**config.mk**
```make
export PLATFORM = sky130hd
export DESIGN_NAME = iir8_coeff_sequencer_flat
export DESIGN_NICKNAME = d
export VERILOG_FILES = /design/src/rtl/iir8_pkg.sv /design/src/rtl/iir8_coeff_sequencer_if.sv /design/src/rtl/iir8_coeff_bank.sv /design/src/rtl/iir8_coeff_sequencer.sv /design/src/flat_wrapper.sv
export SDC_FILE = /design/constraint.sdc
export NUM_CORES = 1
export LEC_CHECK = 0
export ABC_AREA = 0
export CORE_AREA = 3 3 179 163
export CTS_BUF_LIST = sky130_fd_sc_hd__clkbuf_8
export DETAILED_ROUTE_END_ITERATION = 12
export DIE_AREA = 0 0 182 166
export PLACE_DENSITY = 0.76
export SYNTH_ARGS = -nofsm -noshare
export SYNTH_HDL_FRONTEND = slang
export SYNTH_SLANG_ARGS = --single-unit
```
**constraint.sdc**
```tcl
create_clock -name clk_i -period 4 [get_ports clk_i]
set_input_delay 0.8 -clock clk_i [delete_from_list [all_inputs] [get_ports clk_i]]
set_output_delay 0.8 -clock clk_i [all_outputs]
set_load 0.05 [all_outputs]
```
**src/rtl/iir8_pkg.sv**
```systemverilog
// Shared types and address decode for the iir8 coefficient sequencer.
package iir8_pkg;

  localparam int DEF_COEFF_BITS = 18;

  typedef enum logic [1:0] {
    ST_RUN   = 2'd0,
    ST_SWAP  = 2'd1,
    ST_FLUSH = 2'd2
  } seq_state_e;

  // Address layout is {stage, sel}; sel 0 selects b1, 1 selects b2.
  function automatic int unsigned stage_of(input int unsigned addr);
    return addr >> 1;
  endfunction

  function automatic logic sel_of(input int unsigned addr);
    return addr[0];
  endfunction

endpackage

```
**src/rtl/iir8_coeff_sequencer_if.sv**
```systemverilog
// Host-side shadow write and commit bus of the iir8 coefficient sequencer.
interface iir8_coeff_sequencer_if #(
  parameter int AW         = 3,
  parameter int COEFF_BITS = 18
);
  logic                  wr_valid;
  logic                  wr_ready;
  logic [AW-1:0]         wr_addr;
  logic [COEFF_BITS-1:0] wr_data;
  logic                  commit;

  modport master (output wr_valid, wr_addr, wr_data, commit, input wr_ready);
  modport slave  (input wr_valid, wr_addr, wr_data, commit, output wr_ready);
endinterface

```
**src/rtl/iir8_coeff_bank.sv**
```systemverilog
// NSTAGES x {b1, b2} coefficient register bank: single-word write port plus bulk load.
module iir8_coeff_bank #(
  parameter int NSTAGES    = 4,
  parameter int COEFF_BITS = 18
) (
  input  logic                          clk_i,
  input  logic                          rst_i,
  input  logic                          we_i,
  input  int unsigned                   stage_i,
  input  logic                          sel_i,
  input  logic [COEFF_BITS-1:0]         data_i,
  input  logic                          load_i,
  input  logic [NSTAGES*COEFF_BITS-1:0] load1_i,
  input  logic [NSTAGES*COEFF_BITS-1:0] load2_i,
  output logic [NSTAGES*COEFF_BITS-1:0] coeff1_o,
  output logic [NSTAGES*COEFF_BITS-1:0] coeff2_o
);
  logic [NSTAGES*COEFF_BITS-1:0] c1_q, c2_q;

  always_ff @(posedge clk_i) begin
    if (rst_i) begin
      c1_q <= '0;
      c2_q <= '0;
    end else if (load_i) begin
      c1_q <= load1_i;
      c2_q <= load2_i;
    end else if (we_i) begin
      if (sel_i) c2_q[stage_i*COEFF_BITS +: COEFF_BITS] <= data_i;
      else       c1_q[stage_i*COEFF_BITS +: COEFF_BITS] <= data_i;
    end
  end

  assign coeff1_o = c1_q;
  assign coeff2_o = c2_q;
endmodule

```
**src/rtl/iir8_coeff_sequencer.sv**
```systemverilog
// Shadow/active coefficient banks with swap-and-flush sequencing of the DSP P-register reset.
// Optional readback port enabled by defining IIR8_COEFF_READBACK_EN.
//
// state | meaning
// RUN   | DSPs running on the active bank, commits start a swap
// SWAP  | one cycle; active bank loads from shadow on the closing edge
// FLUSH | dsp_rst held FLUSH_CYCLES cycles to drain the chain
module iir8_coeff_sequencer
  import iir8_pkg::*;
#(
  parameter int NSTAGES      = 4,
  parameter int COEFF_BITS   = DEF_COEFF_BITS,
  parameter int FLUSH_CYCLES = 8,
  localparam int AW          = $clog2(2*NSTAGES)
) (
  input  logic                          clk_i,
  input  logic                          rst_i,
  iir8_coeff_sequencer_if.slave         bus,
  output logic                          commit_busy_o,
  output logic                          wr_err_o,
  output logic [NSTAGES*COEFF_BITS-1:0] coeff1_out_o,
  output logic [NSTAGES*COEFF_BITS-1:0] coeff2_out_o,
  output logic                          dsp_rst_o,
  output logic                          running_o,
  output logic [15:0]                   update_count_o
`ifdef IIR8_COEFF_READBACK_EN
  ,
  input  logic [AW-1:0]                 rd_addr_i,
  input  logic                          rd_bank_i,
  output logic [COEFF_BITS-1:0]         rd_data_o
`endif
);
  localparam int CW = (FLUSH_CYCLES > 1) ? $clog2(FLUSH_CYCLES) : 1;
  localparam int unsigned NADDR = 2 * NSTAGES;
  localparam logic [CW-1:0] CNT_INIT = CW'(FLUSH_CYCLES - 1);

  seq_state_e    state_q, state_d;
  logic [CW-1:0] cnt_q, cnt_d;
  logic          pending_q, pending_d;
  logic          after_swap_q, after_swap_d;
  logic [15:0]   update_count_q, update_count_d;
  logic          wr_err_q, wr_ready_q, dsp_rst_q, running_q, commit_busy_q;
  logic          load, wr_fire, addr_ok;

  logic [NSTAGES*COEFF_BITS-1:0] sh1, sh2, act1, act2;

  assign wr_fire = bus.wr_valid && wr_ready_q;
  assign addr_ok = 32'(bus.wr_addr) < NADDR;

  iir8_coeff_bank #(.NSTAGES(NSTAGES), .COEFF_BITS(COEFF_BITS)) u_shadow (
    .clk_i   (clk_i),
    .rst_i   (rst_i),
    .we_i    (wr_fire && addr_ok),
    .stage_i (stage_of(32'(bus.wr_addr))),
    .sel_i   (sel_of(32'(bus.wr_addr))),
    .data_i  (bus.wr_data),
    .load_i  (1'b0),
    .load1_i ('0),
    .load2_i ('0),
    .coeff1_o(sh1),
    .coeff2_o(sh2)
  );

  iir8_coeff_bank #(.NSTAGES(NSTAGES), .COEFF_BITS(COEFF_BITS)) u_active (
    .clk_i   (clk_i),
    .rst_i   (rst_i),
    .we_i    (1'b0),
    .stage_i (0),
    .sel_i   (1'b0),
    .data_i  ('0),
    .load_i  (load),
    .load1_i (sh1),
    .load2_i (sh2),
    .coeff1_o(act1),
    .coeff2_o(act2)
  );

  always_comb begin
    state_d        = state_q;
    cnt_d          = cnt_q;
    pending_d      = pending_q;
    after_swap_d   = after_swap_q;
    update_count_d = update_count_q;
    load           = 1'b0;
    unique case (state_q)
      ST_RUN: begin
        if (bus.commit) state_d = ST_SWAP;
      end
      ST_SWAP: begin
        load         = 1'b1;
        state_d      = ST_FLUSH;
        cnt_d        = CNT_INIT;
        after_swap_d = 1'b1;
        if (bus.commit) pending_d = 1'b1;
      end
      ST_FLUSH: begin
        if (bus.commit) pending_d = 1'b1;
        if (cnt_q == '0) begin
          // The power-on flush did not follow a swap and is not counted.
          if (after_swap_q) update_count_d = update_count_q + 16'd1;
          after_swap_d = 1'b0;
          if (pending_q || bus.commit) begin
            state_d   = ST_SWAP;
            pending_d = 1'b0;
          end else begin
            state_d = ST_RUN;
          end
        end else begin
          cnt_d = cnt_q - 1'b1;
        end
      end
      default: state_d = ST_FLUSH;
    endcase
  end

  always_ff @(posedge clk_i) begin
    if (rst_i) begin
      state_q        <= ST_FLUSH;
      cnt_q          <= CNT_INIT;
      pending_q      <= 1'b0;
      after_swap_q   <= 1'b0;
      update_count_q <= '0;
      wr_err_q       <= 1'b0;
      wr_ready_q     <= 1'b1;
      dsp_rst_q      <= 1'b1;
      running_q      <= 1'b0;
      commit_busy_q  <= 1'b1;
    end else begin
      state_q        <= state_d;
      cnt_q          <= cnt_d;
      pending_q      <= pending_d;
      after_swap_q   <= after_swap_d;
      update_count_q <= update_count_d;
      wr_err_q       <= wr_err_q | (wr_fire && !addr_ok);
      wr_ready_q     <= (state_d != ST_SWAP);
      dsp_rst_q      <= (state_d != ST_RUN);
      running_q      <= (state_d == ST_RUN);
      commit_busy_q  <= (state_d != ST_RUN) || pending_d;
    end
  end

  assign bus.wr_ready   = wr_ready_q;
  assign commit_busy_o  = commit_busy_q;
  assign wr_err_o       = wr_err_q;
  assign coeff1_out_o   = act1;
  assign coeff2_out_o   = act2;
  assign dsp_rst_o      = dsp_rst_q;
  assign running_o      = running_q;
  assign update_count_o = update_count_q;

`ifdef IIR8_COEFF_READBACK_EN
  logic [COEFF_BITS-1:0]         rd_data_q, rd_data_d;
  logic [NSTAGES*COEFF_BITS-1:0] rd_src;
  int unsigned                   rd_stage;

  always_comb begin
    rd_data_d = '0;
    rd_stage  = stage_of(32'(rd_addr_i));
    if (rd_bank_i) rd_src = sel_of(32'(rd_addr_i)) ? act2 : act1;
    else           rd_src = sel_of(32'(rd_addr_i)) ? sh2 : sh1;
    if (32'(rd_addr_i) < NADDR) rd_data_d = rd_src[rd_stage*COEFF_BITS +: COEFF_BITS];
  end

  always_ff @(posedge clk_i) begin
    if (rst_i) rd_data_q <= '0;
    else       rd_data_q <= rd_data_d;
  end

  assign rd_data_o = rd_data_q;
`endif
endmodule

```
**src/flat_wrapper.sv**
```systemverilog
// flat-port wrapper written by rule: the top's interface ports become plain ports
module iir8_coeff_sequencer_flat import iir8_pkg::*;
#(
  parameter int NSTAGES      = 4,
  parameter int COEFF_BITS   = DEF_COEFF_BITS,
  parameter int FLUSH_CYCLES = 8,
  localparam int AW          = $clog2(2*NSTAGES)
)
  (clk_i, rst_i, commit_busy_o, wr_err_o, coeff1_out_o, coeff2_out_o, dsp_rst_o, running_o, update_count_o, bus_wr_valid, bus_wr_addr, bus_wr_data, bus_commit, bus_wr_ready);
  iir8_coeff_sequencer_if #(.AW(($clog2(2*(3)))), .COEFF_BITS(COEFF_BITS)) bus_i ();
  input  logic clk_i;
  input  logic rst_i;
  output logic commit_busy_o;
  output logic wr_err_o;
  output logic [NSTAGES*COEFF_BITS-1:0] coeff1_out_o;
  output logic [NSTAGES*COEFF_BITS-1:0] coeff2_out_o;
  output logic dsp_rst_o;
  output logic running_o;
  output logic [15:0] update_count_o;
  input wire logic [$bits(bus_i.wr_valid)-1:0] bus_wr_valid;
  input wire logic [$bits(bus_i.wr_addr)-1:0] bus_wr_addr;
  input wire logic [$bits(bus_i.wr_data)-1:0] bus_wr_data;
  input wire logic [$bits(bus_i.commit)-1:0] bus_commit;
  output wire logic [$bits(bus_i.wr_ready)-1:0] bus_wr_ready;
  assign bus_i.wr_valid = bus_wr_valid;
  assign bus_i.wr_addr = bus_wr_addr;
  assign bus_i.wr_data = bus_wr_data;
  assign bus_i.commit = bus_commit;
  assign bus_wr_ready = bus_i.wr_ready;
  iir8_coeff_sequencer #(.NSTAGES(NSTAGES), .COEFF_BITS(COEFF_BITS), .FLUSH_CYCLES(FLUSH_CYCLES)) u_core (.clk_i(clk_i), .rst_i(rst_i), .bus(bus_i), .commit_busy_o(commit_busy_o), .wr_err_o(wr_err_o), .coeff1_out_o(coeff1_out_o), .coeff2_out_o(coeff2_out_o), .dsp_rst_o(dsp_rst_o), .running_o(running_o), .update_count_o(update_count_o));
endmodule
```
==> results by stage <==
STA:
- The worst pin sits at a relative slew slack of 0.384.
- For this run, the top clock speed supported by timing is 0.326 GHz.
- Dividing the final minimum period by the clock period gives 0.767.
- The worst-case clock skew is 0.0193 ns.
- The number of failing hold endpoints at the final stage came to 0.
- The number of pins with negative max-slew slack in the final report was 0.
- At the pin with the least slew margin, the transition time is 0.920 ns.
- Subtracting the final worst setup slack from the clock period gives 3.07 ns.
- The final worst slack is 0.931 ns.
- Setup repair after global routing left no endpoint under its margin.
- In the final timing run, aggregate negative setup slack is 0 ns.
- The number of setup violations in the final report is 0.

Synthesis:
- In this run the cell area of the synthesized design comes to 12,300 µm².
- In this run, synthesis produced a sequential element count of 315.
- The fraction of registers with async set/reset is 0.
- Summed over all instances, the cell type with the most area after synthesis is dfxtp_1.
- The net count of the mapped netlist is 1,358.
- Synthesis handed over a netlist of 1,321 instances.
- The most used flip-flop cell after synthesis is dfxtp_1.
- The synthesized netlist contains 69 unique library cells.
- Of the post-synthesis cell area, the dominant cell type holds 0.512.
- Yosys attributes the largest share of cell area to dfxtp_1 51%, mux2i_1 13%, nor2_1 8.2%.
- For this run, the number of Yosys warnings is 0.
- A synthesized cell averages 9.32 µm².
- Yosys mapped a number of flops with a built-in enable equal to 0.
- The share of the yosys chip area belonging to registers is 0.512.

Placement:
- The worst setup timing slack at the placement stage is 0.427 ns.
- In this run, placement finished with an instance count of 1,797.
- At the end of routability-driven placement, the weighted congestion stood at 0.907.
- The number of buffer cells added on primary ports is 188.
- The post-placement cell area is 14,500 µm².
- Summed over all nets, the half-perimeter wirelength after detailed placement is 24.3 mm.

Setup path:
- The worst endpoint required time is 4.49 ns.
- The number of cells on the worst reg-to-reg path is 5.
- Tracing the worst setup path back leads to its startpoint at bus_wr_addr[1].
- The worst path arrival time is 3.56 ns.
- By startpoint and endpoint, the worst setup path is classified as in2reg.
- The worst setup slack for register-to-register paths is 1.63 ns.
- The highest fanout seen on the critical path is 33.
- STA classifies the critical path startpoint as an input pin.
- The worst register-to-register path ends at u_core.u_shadow.coeff1_o[60]$_SDFFE_PP0P_.
- The startpoint identified for the worst register-to-register timing path is u_core.bus.wr_ready$_SDFF_PP1_.
- The kind of end point of the critical path is a register.

Drt:
- The amount of wire on met2 after detailed routing is 15.5 mm.
- Once detail routing completed, the nets flagged for antenna violations numbered 0.
- After detailed routing, no signal wire sits above met4.
- For this block, wires on met1 add up to 15.4 mm.
- For this block, the initial DRC count from the detailed router was 1,054.
- The first TritonRoute pass finished after 5 iterations.
- Summed over all nets, wire length on met3 after detailed routing comes to 2.88 mm.
- After detailed routing, the average wire length per cell comes to 18.5 µm.
- The detail-routed via count per cell is 5.46.
- The aggregate routed wire length is 34.8 mm.
- The number of remaining DRC errors is 0.
- The via count is 10,300.

Clock network:
- The clock sink total is 315.
- The number of resized instances in the post-cts repair step is 0.
- The clock transition at the registers of the reported paths is 0.06 ns.
- The H-tree depth is 2.
- The total clock buffers created by CTS is 50.
- After clock tree synthesis, the flow added hold-fix buffers numbering 0.
- TritonCTS built the clock tree.
- The number of post-CTS setup repair buffers is 0.
- The clock tree root driver cell is clkbuf_8.
- The buffer depth of the longest clock path is 3.
- Clock latency on the worst-skew pair, taken at its later pin, is 0.58 ns.

Cells and area:
- The area of all placed cells without fillers is 15,400 µm².
- Excluding fillers, the count of instances in the completed layout stands at 1,879.
- The most common cell after layout, fill and taps aside is dfxtp_1.
- The number of antenna diodes in the final layout is 0.
- The growth of design area from synthesis to finish is 25.2%.
- At the end of the flow the core is filled with cells to 0.566.
- Fill cells in the final layout number 2,412.
- In the layout the commonest cells are 315 x dfxtp_1, 269 x nor2_1, 187 x clkdlybuf4s50_1, 159 x mux2i_1, 104 x nand2_1.
- Of the cells placed in the final design, the portion with a size suffix greater than 1 is 0.0833.
- The net count of the finished layout is 1,532.

Floorplanning:
- The full die area is 30,200 µm².
- The starting utilization of the core area is 0.452.
- The floorplan step set the die height to 166 µm.
- After floorplanning, the core was divided into 57 placement rows.
- The I/O pin count is 190.
- After floorplanning, the core was sized to cover 27,200 µm².
- The die is 182 µm wide.

Power and ir drop:
- Of the total power, the clock network draws 0.410.
- The switching power share of the total is 0.256.
- Internal power comes to 4.80 mW.
- The ratio of total power to cell area is 419 nW/µm².
- VDD sags by at most 0.253 mV.
- The leakage component of the power is 5.46 nW.
- The register share of total power is 0.498.
- The switching power of the nets is 1.65 mW.
- Of the total power, combinational logic draws 0.092.

GRT:
- The remaining global-route overflow is 0.
- The first global-routing pass estimated 54.6 mm of wire.
- The initial antenna violation count is 0.
- The via count of the first global-routing pass is 9,651.
- Entering global routing, the biggest net connects 77 pins.
- For this run, the total global-route usage over all layers was measured as 0.222.

Run:
- Across the run, the number of max-cap violations was 0.

Worst hold path:
- The path with the worst hold slack has its endpoint at u_core.u_shadow.coeff1_o[41]$_SDFFE_PP0P_.
- The number of cells traversed by the worst hold path is 2.
- The worst hold path begins at u_core.u_shadow.coeff1_o[41]$_SDFFE_PP0P_.
- The path type of the worst min-delay path is reg2reg.

Status:
- The flow ran to the end, and the final reports show no timing, DRC or antenna violations.
cell families (layout without fill, tap and decap cells):
| group | after synthesis | in the layout | synth area share |
|---|---|---|---|
| AO/OA/AOI/OAI | 201 | 201 | 0.106 |
| XOR/XNOR | 15 | 15 | 0.0107 |
| adder cells (fa/ha/maj) | 12 | 12 | 0.0122 |
| buffers and inverters | 107 | 311 | 0.0373 |
| flip-flops | 315 | 315 | 0.512 |
| multiplexers | 176 | 176 | 0.147 |
| other | 1 | 1 | 0.000305 |
| AND/OR/NAND/NOR | 494 | 494 | 0.174 |
stage by stage:
stage               total power [mW]  hold WS [ns]
detailed placement              3.86         0.448
global placement                3.86         0.445
global route                    6.70         0.480
CTS                             6.50         0.456
finish                          6.45         0.452
floorplan                       3.67         0.425
worst max-delay path, cell delays in order:
cell	delay [ns]
clkdlybuf4s50_1	0.48
buf_4	0.37
ha_1	0.53
nand4_1	0.57
or3_1	0.61
o21ai_0	0.19
power groups by stage:
stage / Clock [mW] / Combinational [mW] / Sequential, mW
6_report: 2.65 / 0.591 / 3.22
5_1_grt: 2.85 / 0.633 / 3.22
4_1_cts: 2.71 / 0.583 / 3.22
3_5_place_dp: 0 / 0.581 / 3.28
3_3_place_gp: 0 / 0.574 / 3.28
2_1_floorplan: 0 / 0.365 / 3.30
final cells by class:
| type | count | area (µm²) | area share |
|---|---|---|---|
| inverters | 18 | 67.6 | 0.00438 |
| clock inverters | 25 | 168 | 0.0109 |
| multi-input cells | 899 | 5560 | 0.361 |
| flip-flops and latches | 315 | 6310 | 0.409 |
| well taps | 354 | 443 | 0.0287 |
| repair buffers | 211 | 2080 | 0.135 |
| clock buffers | 57 | 785 | 0.0509 |
cells in the mapped netlist, types with 3 or more instances:
cell type	instances
o31ai_1	6
xnor2_1	6
nor2_1	269
a21oi_1	52
dfxtp_1	315
mux2i_1	159
nor4_1	4
nor3b_1	3
a22oi_1	49
nand2b_1	7
nand2_1	104
o21ai_1	7
and3_1	6
nand3b_1	3
a32oi_1	7
o21ai_0	43
nor3_1	13
buf_1	8
mux2_2	13
a31o_2	3
a22o_1	8
clkbuf_1	52
nor2b_1	9
or3_1	9
nand4_1	9
nand3_1	41
inv_1	17
or2_2	3
ha_1	12
xor2_1	9
buf_2	24
a211oi_1	4
buf_6	3
state kept, by name, indices dropped and copies added, names as in the netlist:
name                      flops
u_core.u_shadow.coeff1_o     72
u_core.update_count_o        16
u_core.after_swap_q           1
u_core.cnt_q                  3
u_core.u_active.coeff2_o     72
u_core.pending_q              1
u_core.commit_busy_o          1
u_core.u_active.coeff1_o     72
u_core.bus.wr_ready           1
u_core.running_o              1
u_core.state_q                2
u_core.u_shadow.coeff2_o     72
u_core.dsp_rst_o              1
worst max path at each step:
stage | to | slack, ns
floorplan | u_core.u_shadow.coeff1_o[24]$_SDFFE_PP0P_ | 1.25
finish | u_core.u_shadow.coeff2_o[22]$_SDFFE_PP0P_ | 0.93
global placement | u_core.u_shadow.coeff2_o[21]$_SDFFE_PP0P_ | 0.46
CTS | u_core.u_shadow.coeff2_o[22]$_SDFFE_PP0P_ | 1.03
detailed placement | u_core.u_shadow.coeff2_o[22]$_SDFFE_PP0P_ | 0.43
global route | u_core.u_shadow.coeff2_o[22]$_SDFFE_PP0P_ | 0.73
layer usage:
layer	global-route usage	vias to the layer above
met5	0	-
met4	0.0705	0
met3	0.0491	77
met2	0.339	406
met1	0.313	4876
li1	-	4896
Note: power is estimated with default switching activity, not from simulation.
